[src/rtl/cnn_sched_pkg.sv]
// cnn_sched_pkg: scheduler FSM states, DMA target selects and descriptor layout
package cnn_sched_pkg;
  localparam logic [2:0] IDLE = 3'd0;
  localparam logic [2:0] LOAD = 3'd1;
  localparam logic [2:0] CMD  = 3'd2;
  localparam logic [2:0] KICK = 3'd3;
  localparam logic [2:0] RUN  = 3'd4;
  localparam logic [2:0] NEXT = 3'd5;
  localparam logic [2:0] DONE = 3'd6;
  localparam logic [2:0] ERR  = 3'd7;
  localparam logic [1:0] SEL_IFM = 2'd0;
  localparam logic [1:0] SEL_WGT = 2'd1;
  localparam logic [1:0] SEL_OFM = 2'd2;
  localparam int DESC_CNT_W = 16;
  typedef struct packed {
    logic [DESC_CNT_W-1:0] ofm_beats;
    logic [DESC_CNT_W-1:0] wgt_beats;
    logic [DESC_CNT_W-1:0] ifm_beats;
  } desc_t;
endpackage

[src/rtl/cnn_desc_table.sv]
// cnn_desc_table: layer descriptor RAM, synchronous write and 1-cycle synchronous read
module cnn_desc_table #(
  parameter int DEPTH = 16,
  parameter int W = 48
) (
  input  logic                     clk,
  input  logic                     we,
  input  logic [$clog2(DEPTH)-1:0] waddr,
  input  logic [W-1:0]             wdata,
  input  logic [$clog2(DEPTH)-1:0] raddr,
  output logic [W-1:0]             rdata
);
  logic [W-1:0] mem [DEPTH];
  // write port and registered read port
  always_ff @(posedge clk) begin
    if (we) mem[waddr] <= wdata;
    rdata <= mem[raddr];
  end
endmodule

[src/rtl/cnn_layer_scheduler.sv]
// cnn_layer_scheduler: walks the descriptor table, issuing DMA commands and accelerator starts per layer
module cnn_layer_scheduler
  import cnn_sched_pkg::*;
#(
  parameter int MAX_LAYERS = 16,
  parameter int CNT_W = 16,
  parameter int TIMEOUT_W = 24
) (
  input  logic                          clk,
  input  logic                          rst,
  input  logic                          cfg_we,
  input  logic [$clog2(MAX_LAYERS)-1:0] cfg_addr,
  input  logic [3*CNT_W-1:0]            cfg_data,
  input  logic                          start,
  input  logic [$clog2(MAX_LAYERS):0]   num_layers,
  output logic                          busy,
  output logic                          done,
  output logic                          error,
  output logic [$clog2(MAX_LAYERS)-1:0] cur_layer,
  output logic                          acc_start,
  input  logic                          acc_done,
  input  logic                          ifm_fire,
  input  logic                          wgt_fire,
  input  logic                          ofm_fire,
  output logic                          dma_cmd_valid,
  input  logic                          dma_cmd_ready,
  output logic [1:0]                    dma_cmd_sel,
  output logic [CNT_W-1:0]              dma_cmd_len
);
  localparam int AW = $clog2(MAX_LAYERS);
  localparam logic [AW:0] MAXL = (AW+1)'(MAX_LAYERS);
  logic [2:0] state, nxt;
  logic [AW:0] nl;
  logic [AW-1:0] rd_addr;
  logic [3*CNT_W-1:0] rd_data;
  logic [CNT_W-1:0] ifm_len, wgt_len, ofm_len;
  logic [CNT_W-1:0] ifm_cnt, wgt_cnt, ofm_cnt;
  logic [CNT_W-1:0] ifm_nxt, wgt_nxt, ofm_nxt;
  logic [TIMEOUT_W-1:0] wd, wd_inc;
  logic [1:0] cmd_idx, cur;
  logic [2:0] pend, rest;
  logic flag, counting, ovf, all_met, active, wd_hit, last_layer;
  cnn_desc_table #(.DEPTH(MAX_LAYERS), .W(3*CNT_W)) u_table (
    .clk(clk),
    .we(cfg_we && state == IDLE),
    .waddr(cfg_addr),
    .wdata(cfg_data),
    .raddr(rd_addr),
    .rdata(rd_data)
  );
  // datapath decode: table address, pending commands, beat accounting, watchdog
  always_comb begin
    rd_addr = state == NEXT ? cur_layer + 1'b1 : state == IDLE ? '0 : cur_layer;
    pend = {cmd_idx <= 2'd2 && ofm_len != '0, cmd_idx <= 2'd1 && wgt_len != '0, cmd_idx == 2'd0 && ifm_len != '0};
    rest = pend & (pend - 3'd1);
    cur = pend[0] ? SEL_IFM : pend[1] ? SEL_WGT : SEL_OFM;
    dma_cmd_valid = state == CMD && |pend;
    dma_cmd_sel = dma_cmd_valid ? cur : 2'd0;
    dma_cmd_len = !dma_cmd_valid ? '0 : pend[0] ? ifm_len : pend[1] ? wgt_len : ofm_len;
    counting = state == CMD || state == KICK || state == RUN;
    ovf = counting && ((ifm_fire && ifm_cnt == ifm_len) || (wgt_fire && wgt_cnt == wgt_len) || (ofm_fire && ofm_cnt == ofm_len));
    ifm_nxt = ifm_cnt + {{(CNT_W-1){1'b0}}, ifm_fire};
    wgt_nxt = wgt_cnt + {{(CNT_W-1){1'b0}}, wgt_fire};
    ofm_nxt = ofm_cnt + {{(CNT_W-1){1'b0}}, ofm_fire};
    all_met = ifm_nxt == ifm_len && wgt_nxt == wgt_len && ofm_nxt == ofm_len;
    active = ifm_fire || wgt_fire || ofm_fire || acc_done;
    wd_inc = wd + {{(TIMEOUT_W-1){1'b0}}, 1'b1};
    wd_hit = !active && wd_inc == '1;
    last_layer = {1'b0, cur_layer} + 1'b1 == nl;
    busy = state != IDLE && state != DONE && state != ERR;
    done = state == DONE;
    acc_start = state == KICK;
  end
  // next-state selection
  always_comb begin
    nxt = state;
    case (state)
      IDLE: nxt = !start ? IDLE : num_layers == '0 ? DONE : LOAD;
      LOAD: nxt = CMD;
      CMD:  nxt = ovf ? ERR : (!(|pend) || (dma_cmd_ready && rest == 3'd0)) ? KICK : CMD;
      KICK: nxt = ovf ? ERR : RUN;
      RUN:  nxt = (ovf || wd_hit) ? ERR : ((flag || acc_done) && all_met) ? NEXT : RUN;
      NEXT: nxt = last_layer ? DONE : LOAD;
      default: nxt = IDLE;
    endcase
  end
  // state, run bookkeeping, per-layer descriptor and counters
  always_ff @(posedge clk) begin
    if (rst) begin
      state <= IDLE;
      error <= 1'b0;
      cur_layer <= '0;
      nl <= '0;
      cmd_idx <= 2'd0;
      flag <= 1'b0;
      wd <= '0;
      ifm_len <= '0;
      wgt_len <= '0;
      ofm_len <= '0;
      ifm_cnt <= '0;
      wgt_cnt <= '0;
      ofm_cnt <= '0;
    end else begin
      state <= nxt;
      if (state == IDLE && start && num_layers != '0) begin
        error <= 1'b0;
        cur_layer <= '0;
        nl <= num_layers > MAXL ? MAXL : num_layers;
      end
      if (nxt == ERR) error <= 1'b1;
      if (state == NEXT && !last_layer) cur_layer <= cur_layer + 1'b1;
      if (state == LOAD) begin
        ifm_len <= rd_data[CNT_W-1:0];
        wgt_len <= rd_data[2*CNT_W-1:CNT_W];
        ofm_len <= rd_data[3*CNT_W-1:2*CNT_W];
        ifm_cnt <= '0;
        wgt_cnt <= '0;
        ofm_cnt <= '0;
        cmd_idx <= 2'd0;
        flag <= 1'b0;
        wd <= '0;
      end
      if (counting && !ovf) begin
        ifm_cnt <= ifm_nxt;
        wgt_cnt <= wgt_nxt;
        ofm_cnt <= ofm_nxt;
      end
      if (dma_cmd_valid && dma_cmd_ready) cmd_idx <= cur + 2'd1;
      if (state == RUN) begin
        flag <= flag || acc_done;
        wd <= active ? '0 : wd_inc;
      end
    end
  end
endmodule

[config.mk]
export PLATFORM = sky130hd
export DESIGN_NAME = cnn_layer_scheduler
export DESIGN_NICKNAME = d
export VERILOG_FILES = /design/src/rtl/cnn_sched_pkg.sv /design/src/rtl/cnn_desc_table.sv /design/src/rtl/cnn_layer_scheduler.sv
export SDC_FILE = /design/constraint.sdc
export NUM_CORES = 1
export LEC_CHECK = 0
export BUFFER_PORTS_ARGS = -buffer_cell sky130_fd_sc_hd__buf_2
export CORE_ASPECT_RATIO = 1.1
export CORE_MARGIN = 2
export CORE_UTILIZATION = 65
export DETAILED_ROUTE_END_ITERATION = 16
export PLACE_DENSITY = 0.82
export SLEW_MARGIN = 30
export SYNTH_ARGS = -nofsm -noshare
export SYNTH_HDL_FRONTEND = slang
export SYNTH_SLANG_ARGS = --single-unit
export TNS_END_PERCENT = 1
[constraint.sdc]
create_clock -name clk -period 16.6 [get_ports clk]
set_input_delay 3.32 -clock clk [delete_from_list [all_inputs] [get_ports clk]]
set_output_delay 3.32 -clock clk [all_outputs]
set_load 0.03 [all_outputs]
# Word-level counts from Yosys, hierarchy flattened
# Memory sizes are Yosys's and may differ from the RTL's. A register that Yosys moved wholly into a read port is not among the register bits.
# Cells that the tools add are included.
# Widths: inputs -> output; s select.
totals:
  regBits: 136
  ramBits: 768
  input_bits: 66
  out_inout_bits: 27
  elab_cells: 128
  mem_count: 1
memory_table:
  columns: ["memory", "depth", "word_bits", "rd", "rd_clocked_by_memory_dff", "write_ports", "line_no", "text"]
  rows:
  - ["u_table.mem", 16, 48, 1, 1, 1, "cnn_desc_table.sv:13", "logic [W-1:0] mem [DEPTH];"]
op_classes:
  add_sub_neg: 8
  n_lt_le_gt_ge: 3
  n_eq_ne: 17
  n_mux: 35
  bitwise_logic: 1
  n_reduce_logical: 50
op_table:
  columns: ["cell", "n"]
  rows:
  - ["$mux 16", 7]
  - ["$eq 16x16->1", 6]
  - ["$mux 24", 3]
  - ["$add 16x1->16", 3]
  - ["$reduce_bool 16->1", 3]
  - ["$add 24x1->24 const B", 1]
  - ["$eq 24x24->1 const B", 1]
  - ["$logic_and 1x1->1", 21]
  - ["$pmux 3 s6", 1]
  - ["$mux 4", 4]
  - ["$mux 2", 7]
  - ["$eq 3x3->1 const B", 4]
  - ["$mux 3", 4]
  - ["$logic_or 1x1->1", 10]
  - ["$reduce_bool 2->1", 5]
  - ["$mux 1", 8]
  - ["$eq 3x2->1 const B", 2]
  - ["$logic_not 3->1", 2]
  - ["$ne 3x3->1 const B", 2]
  - ["$add 4x1->5 const B", 1]
  - ["$eq 5x5->1", 1]
  - ["$gt 5x5->1 const B", 1]
  - ["$logic_not 5->1", 1]
  - ["$mux 5", 1]
  - ["12 further kinds", 15]

# Longest topological paths before layout
# Gate-level depths: netlist of run 1.
depth:
  depth_word: 12
  depth_mapped: 12
  depth_no_buf: 9

# Cells and area by module
# A second synthesis of run 1 with hierarchy kept.
unflattened:
  cells_unflattened: 2434
  area_unflattened_um2: 38702.1
by_module_without_submodules:
  columns: ["module", "instances", "cells_per_inst", "area_per_inst_um2", "seq_area_each_um2"]
  rows:
  - ["cnn_desc_table", 1, 1242, 29691.0, 24023.0]
  - ["cnn_layer_scheduler", 1, 1192, 9011.1, 2722.6]

# Worst setup path before layout of run 1
# Ideal clock, no wire load.
synth_path:
  path_kind: "input -> register"
  start: "input cfg_addr[1]"
  end: "memory u_table.mem[0][0] (enable)"
  setup_ps: 513
  arrival_ps: 7034
  required_time_ps: 16087
  slack_ps: 9053
  cell_stages: 2
  path_buffers: 0
  path_cell_list: "or3_1 nor3_1"
synth_lines:
  columns: ["element", "line_no", "text"]
  rows:
  - ["start, declared", "cnn_layer_scheduler.sv:12", "input logic [$clog2(MAX_LAYERS)-1:0] cfg_addr,"]
  - ["end, declared", "cnn_desc_table.sv:13", null]
# No word-level cell before the write port.

# Final worst setup path of run 1
layout_path:
  start: "register wgt_len[10]"
  end: "output dma_cmd_valid"
layout_between:
  elab_chain_len: 4
layout_rtl:
  columns: ["element", "line_no", "text"]
  rows:
  - ["start, declared", "cnn_layer_scheduler.sv:36", "logic [CNT_W-1:0] ifm_len, wgt_len, ofm_len;"]
  - ["start signal, assigned", "cnn_layer_scheduler.sv:114", "wgt_len <= rd_data[2*CNT_W-1:CNT_W];"]
  - ["$reduce_bool 16->1", "cnn_layer_scheduler.sv:54", "pend = {cmd_idx <= 2'd2 && ofm_len != '0, cmd_idx <= 2'd1 && wgt_len != '0, cmd_idx == 2'd0 && ifm_len != '0};"]
  - ["$logic_and 1x1->1", "cnn_layer_scheduler.sv:54", null]
  - ["$reduce_or 3->1", "cnn_layer_scheduler.sv:57", "dma_cmd_valid = state == CMD && |pend;"]
  - ["$logic_and 1x1->1", "cnn_layer_scheduler.sv:57", null]
  - ["end, declared", "cnn_layer_scheduler.sv:25", "output logic dma_cmd_valid,"]
# No other way between the ends.

==> results.ini, run 1 <==
[synthesis]
synth_top_family_by_area = multiplexers
synth_cells = 2499
synth-compound-area-share = 0.05739
synthArstFlopShare = 0
synth.mux.area_fraction = 0.1172
synth_top_area_frac = 0.5957
yosys_warnings = 0
synth_largest_area_cell = edfxtp_1
netlist_area_mm2 = 0.03872
synth_area_leaders = edfxtp_1, mux4_2, dfxtp_1
synth-edff-count = 768
synth_xor_area_frac = 0.02443
syn_area_per_cell_um2 = 15.49
yosysSeqAreaShare = 0.6908
syn_nets = 2574
synth_cell_types = 75
yosys.area_share.adder = 0.002908
yosys_register_bits = 952
synthFlopType = edfxtp_1
synth-simple-area-share = 0.08661

[global_routing]
grt_pass1_wl_mm = 146.8
globalRouteOverflowTotal = 0
grt_max_degree = 144
grt_use_total = 0.3244
first_global_vias = 23310
antenna_found_initial = 7

[floorplan]
die_height_um = 260.0
row_count = 93
die_x_um = 236.7
core_mm2 = 0.05876
ios = 93
die_area_mm2 = 0.06153
start_util = 0.6589

[route]
drt_wl_total_mm = 99.21
dr_total_vias = 23650
remaining_drc_errors = 0
via_per_inst = 6.940
drtIter0Drc = 2843
routedWlPerCell_um = 29.11
first_pass_iters = 5
antenna_left = 0

[layout]
layout_commonest_cell = edfxtp_1
nFillCells = 3324
layout-area-overhead-vs-synth_pct = 11.33
drive_gt1_frac = 0.1947
fin_nets = 2642
design_area_mm2 = 0.04311
final_cell_mix = edfxtp_1, nand2_1, mux4_2

[timing]
skew_ns = 0.02917
post-route-period-util = 0.3928
finalMaxSlewViolations = 0
worstMarginPinSlew_ns = 1.047
fin_hold_ws_ns = 0.4356
finalSetupTns_ns = 0
hold_violations = 0
period_minus_slack_ns = 6.520
setup_viol = 0
slew_headroom = 0.3020
rsz0062_at_grt = false
fmax_mhz = 153.4

[placement]
dp_hpwl_mm = 51.73
dpl_cell_area_mm2 = 0.03986
port_buffers = 92
gp_congestion = 0.9735

[setup_path]
crit_required_ns = 13.28
critPathLaunchType = flip-flop
cp-end-kind = output pin
cp.arrival_ns = 3.20
crit_fanout = 19
path_class = flip-flop to output pin

[clocking]
clock_path_buffers = 3
cts_buffers = 90
clkSinkCount = 952
cts_htree_levels = 3
cts_hold_buffers = 0
clk_pin_slew_ns = 0.06
cts_setup_buffers = 0
cts_tree = built
insertion_delay_ns = 0.64
cts_resized = 0
cts_root_buf = clkbuf_16

[pwr]
ir_worst_vdd_mv = 0.09936
power.density_mw_per_mm2 = 137.4
total_leakage_power_nw = 14.00

[job]
maxCapViolations = 0

[run_status]
status = complete, no violations

[worst_hold_path]
hp-class = flip-flop to flip-flop

state kept, by name (all words and copies together) (netlist names), 4 cells and up:
| signal | cells |
|---|---|
| cur_layer | 4 |
| ifm_cnt | 16 |
| ifm_len | 16 |
| nl | 5 |
| ofm_cnt | 16 |
| ofm_len | 16 |
| u_table.mem | 768 |
| u_table.rdata | 48 |
| wd | 24 |
| wgt_cnt | 16 |
| wgt_len | 16 |
path summary, 6_finish.rpt:
| path | startpoint | end | slack, ns | cells past startpoint |
|---|---|---|---|---|
| worst min-delay path | u_table.rdata[41] | ofm_len[9] | 0.44 | 2 |
| worst max-delay path | wgt_len[10] | dma_cmd_valid | 10.08 | 7 |
| worst min register to register | u_table.rdata[41] | ofm_len[9] | 0.44 | 2 |
| worst max register to register | state[0] | u_table.rdata[13] | 11.27 | 11 |
cells by family (layout without fill, tap and decap cells):
logic type	count (synthesis)	count (layout)
flip-flops	952	952
AND/OR/NAND/NOR	688	688
AO/OA/AOI/OAI	354	354
adder cells (fa/ha/maj)	9	9
other	0	3
multiplexers	213	213
buffers and inverters	175	321
XOR/XNOR	108	108
per-layer routing:
layer | wire (µm) | vias up | global-route usage | share of wire
met1 | 36310 | 11830 | 0.4345 | 0.37
li1 | - | 9897 | - | -
met4 | 3856 | 6 | 0.1452 | 0.039
met2 | 49340 | 1634 | 0.5316 | 0.50
met3 | 9663 | 285 | 0.05605 | 0.097
met5 | 34 | - | 0 | 0.00034
power by group:
group	leakage [nW]	switching, mW	internal [mW]	total (mW)
logic	4.05	0.656	0.348	1.00
registers	8.43	0.0967	2.68	2.77
clock network	1.52	0.896	1.25	2.15
total	14.0	1.65	4.27	5.92
cell type report:
class,instances,area [µm²],area share
diodes,3,7.507,0.0001742
inverters,20,75.07,0.001742
multi-input cells,1372,11350,0.2634
clock inverters,56,650.6,0.01509
well taps,760,950.9,0.02206
flip-flops and latches,952,26750,0.6205
clock buffers,114,2435,0.05649
repair buffers,131,888.4,0.02061
through the flow:
step	cells	worst slack, ns	total power [mW]	util
after floorplan	2499	9.053	3.485	-
after global placement	3230	10.78	3.767	0.6783
after detailed placement	3230	10.77	3.784	0.6783
after CTS	3400	10.08	5.908	0.7308
after global routing	3408	9.889	6.098	0.7335
final	3408	10.08	5.923	0.7335
cell usage after synthesis (3+ instances only):
cell	n
a41oi_1	4
a22oi_1	4
nand4b_1	4
o211ai_1	3
nand2b_1	5
o22ai_1	3
and4_1	9
buf_2	38
buf_1	10
o2111ai_1	4
or3_1	32
inv_1	19
nor3_1	26
nand3b_1	6
nor4b_1	4
a211oi_1	76
ha_1	9
buf_4	13
nor3b_1	5
and2_1	54
nand4_1	38
a31oi_1	73
or2_2	5
nor4_1	29
dfxtp_1	184
clkbuf_1	86
xnor2_1	61
and3_1	10
edfxtp_1	768
o21ai_0	38
a311oi_1	4
xor2_1	47
nand3_1	66
mux2i_1	19
nand2_1	260
mux4_2	192
a21oi_1	118
a21o_1	4
o31ai_1	4
nor2_1	121
worst max-delay path, cell delays in order, from the launching register on:
cell	delay (ns)
dfxtp_1	0.38
nor4_1	0.65
a41oi_2	0.20
buf_4	0.28
nor2_1	0.12
a21o_1	0.51
inv_1	0.20
buf_2	0.23
No activity file was read; power rests on OpenSTA's default activity.
==> run 2: changes to the inputs <==
Settings changed: CORE_UTILIZATION 65 to 62, PLACE_DENSITY 0.82 to 0.79.
Clock period 16.6 ns to 6.55 ns, I/O delays scaled along.
==> results.ini, run 2 (synthesis results as in run 1) <==
[floorplan]
core_mm2 = 0.06210
start_util = 0.6235
die_area_mm2 = 0.06446
ios = 93
die_x_um = 242.3
die_height_um = 266.1
row_count = 96

[clocking]
cts_htree_levels = 3
cts_tree = built
clock_path_buffers = 3
insertion_delay_ns = 0.65
clkSinkCount = 952
cts_hold_buffers = 0
cts_resized = 0
cts_root_buf = clkbuf_16
cts_buffers = 91
cts_setup_buffers = 0
clk_pin_slew_ns = 0.06

[global_routing]
grt_max_degree = 97
globalRouteOverflowTotal = 0
antenna_found_initial = 8
grt_pass1_wl_mm = 146.3
grt_use_total = 0.3045
first_global_vias = 23220

[route]
routedWlPerCell_um = 28.26
first_pass_iters = 6
antenna_left = 0
dr_total_vias = 23420
drtIter0Drc = 2824
remaining_drc_errors = 0
drt_wl_total_mm = 98.52
via_per_inst = 6.717

[pwr]
total_leakage_power_nw = 14.02
p_clk_frac = 0.363
p_sw_frac = 0.2805
ir_worst_vdd_mv = 0.3149
power.density_mw_per_mm2 = 348.7
p_sw_mw = 4.230
internal_power_mw = 10.85
power_frac_comb = 0.170
seqPwrFrac = 0.467

[layout]
largest_reg_flops = 768
reg.largest.list = u_table.mem (768), u_table.rdata (48), wd (24)
instances_no_fill = 3486
drive_gt1_frac = 0.1952
layout-area-overhead-vs-synth_pct = 11.69
design_area_mm2 = 0.04324
post-route-util = 0.6964
fin_nets = 2645
nFillCells = 3874
final_cell_mix = edfxtp_1, nand2_1, mux4_2
layout_commonest_cell = edfxtp_1
max_flop_register = u_table.mem

[setup_path]
crit_fanout = 18
max_stage_delay_ns = 0.57
cp-end-kind = output pin
crit_required_ns = 5.24
r2r-start = state[2]
path_cells = nor4_1 -> a41oi_2 -> buf_4 -> nor2_1 -> a21o_1 -> inv_1 -> buf_2
startpoint = wgt_len[10]
critPathLaunchType = flip-flop
cp.arrival_ns = 3.30
critPathSlowestCell = nor4_1
path_class = flip-flop to output pin

[timing]
rsz0062_at_grt = false
setup_viol = 0
finalMaxSlewViolations = 0
period_minus_slack_ns = 4.610
skew_ns = 0.02311
post-route-period-util = 0.7039
worstMarginPinSlew_ns = 1.014
finalSetupTns_ns = 0
fmax_mhz = 216.9
fin_hold_ws_ns = 0.4345
slew_headroom = 0.3239
hold_violations = 0

[run_status]
status = complete, no violations

[job]
maxCapViolations = 0

[worst_hold_path]
hp-class = flip-flop to flip-flop
hp-start = u_table.rdata[22]

[placement]
gp_congestion = 0.9655
dpl_cell_area_mm2 = 0.04002
port_buffers = 92
dp_hpwl_mm = 53.26
dp_cells = 3307

[run 2: layer usage]
layer  GRT usage  share of wire  vias to the layer above
li1            -              -                     9896
met1      0.4041           0.37                    11820
met2      0.5024           0.50                     1468
met3     0.05963          0.094                      222
met4      0.1218          0.034                        8
met5           0        0.00042                        -
[run 2: area by class of cell]
type,count,area [µm²],share of cell area
Clock buffer,114,2434,0.05628
Inverter,20,75.07,0.001736
Antenna cell,4,10.01,0.0002315
Tap cell,833,1042,0.02410
Clock inverter,58,689.4,0.01594
Multi-Input combinational cell,1372,11350,0.2626
Timing Repair Buffer,133,893.4,0.02066
Sequential cell,952,26750,0.6185
[run 2: final timing paths]
check / cells past startpoint / slack (ns) / to
hold / removal: 2 / 0.43 / wgt_len[6]
setup reg to reg: 8 / 2.75 / u_table.rdata[36]
setup / recovery: 7 / 1.94 / dma_cmd_valid
hold reg to reg: 2 / 0.43 / wgt_len[6]
[run 2: critical path, delay by kind of cell (launching register included)]
kind / cells / cell delay [ns]
AOI/OAI and AO/OA: 2 / 0.94
DFF: 1 / 0.34
and+or+nand+nor: 2 / 0.67
buffers and inverters: 3 / 0.70
[run 2: power groups by stage]
stage | combinational, mW | clock [mW] | sequential (mW)
after floorplan | 1.80 | 0 | 7.03
after global placement | 2.43 | 0 | 7.14
after detailed placement | 2.47 | 0 | 7.15
after CTS | 2.50 | 5.51 | 7.03
after global routing | 2.75 | 5.74 | 7.05
final | 2.56 | 5.48 | 7.04
[run 2: through the flow]
stage	worst slack (ns)	power (mW)
after floorplan	1.013	8.833
after global routing	1.696	15.54
after CTS	1.948	15.04
after global placement	2.786	9.568
after detailed placement	2.648	9.623
final	1.940	15.08
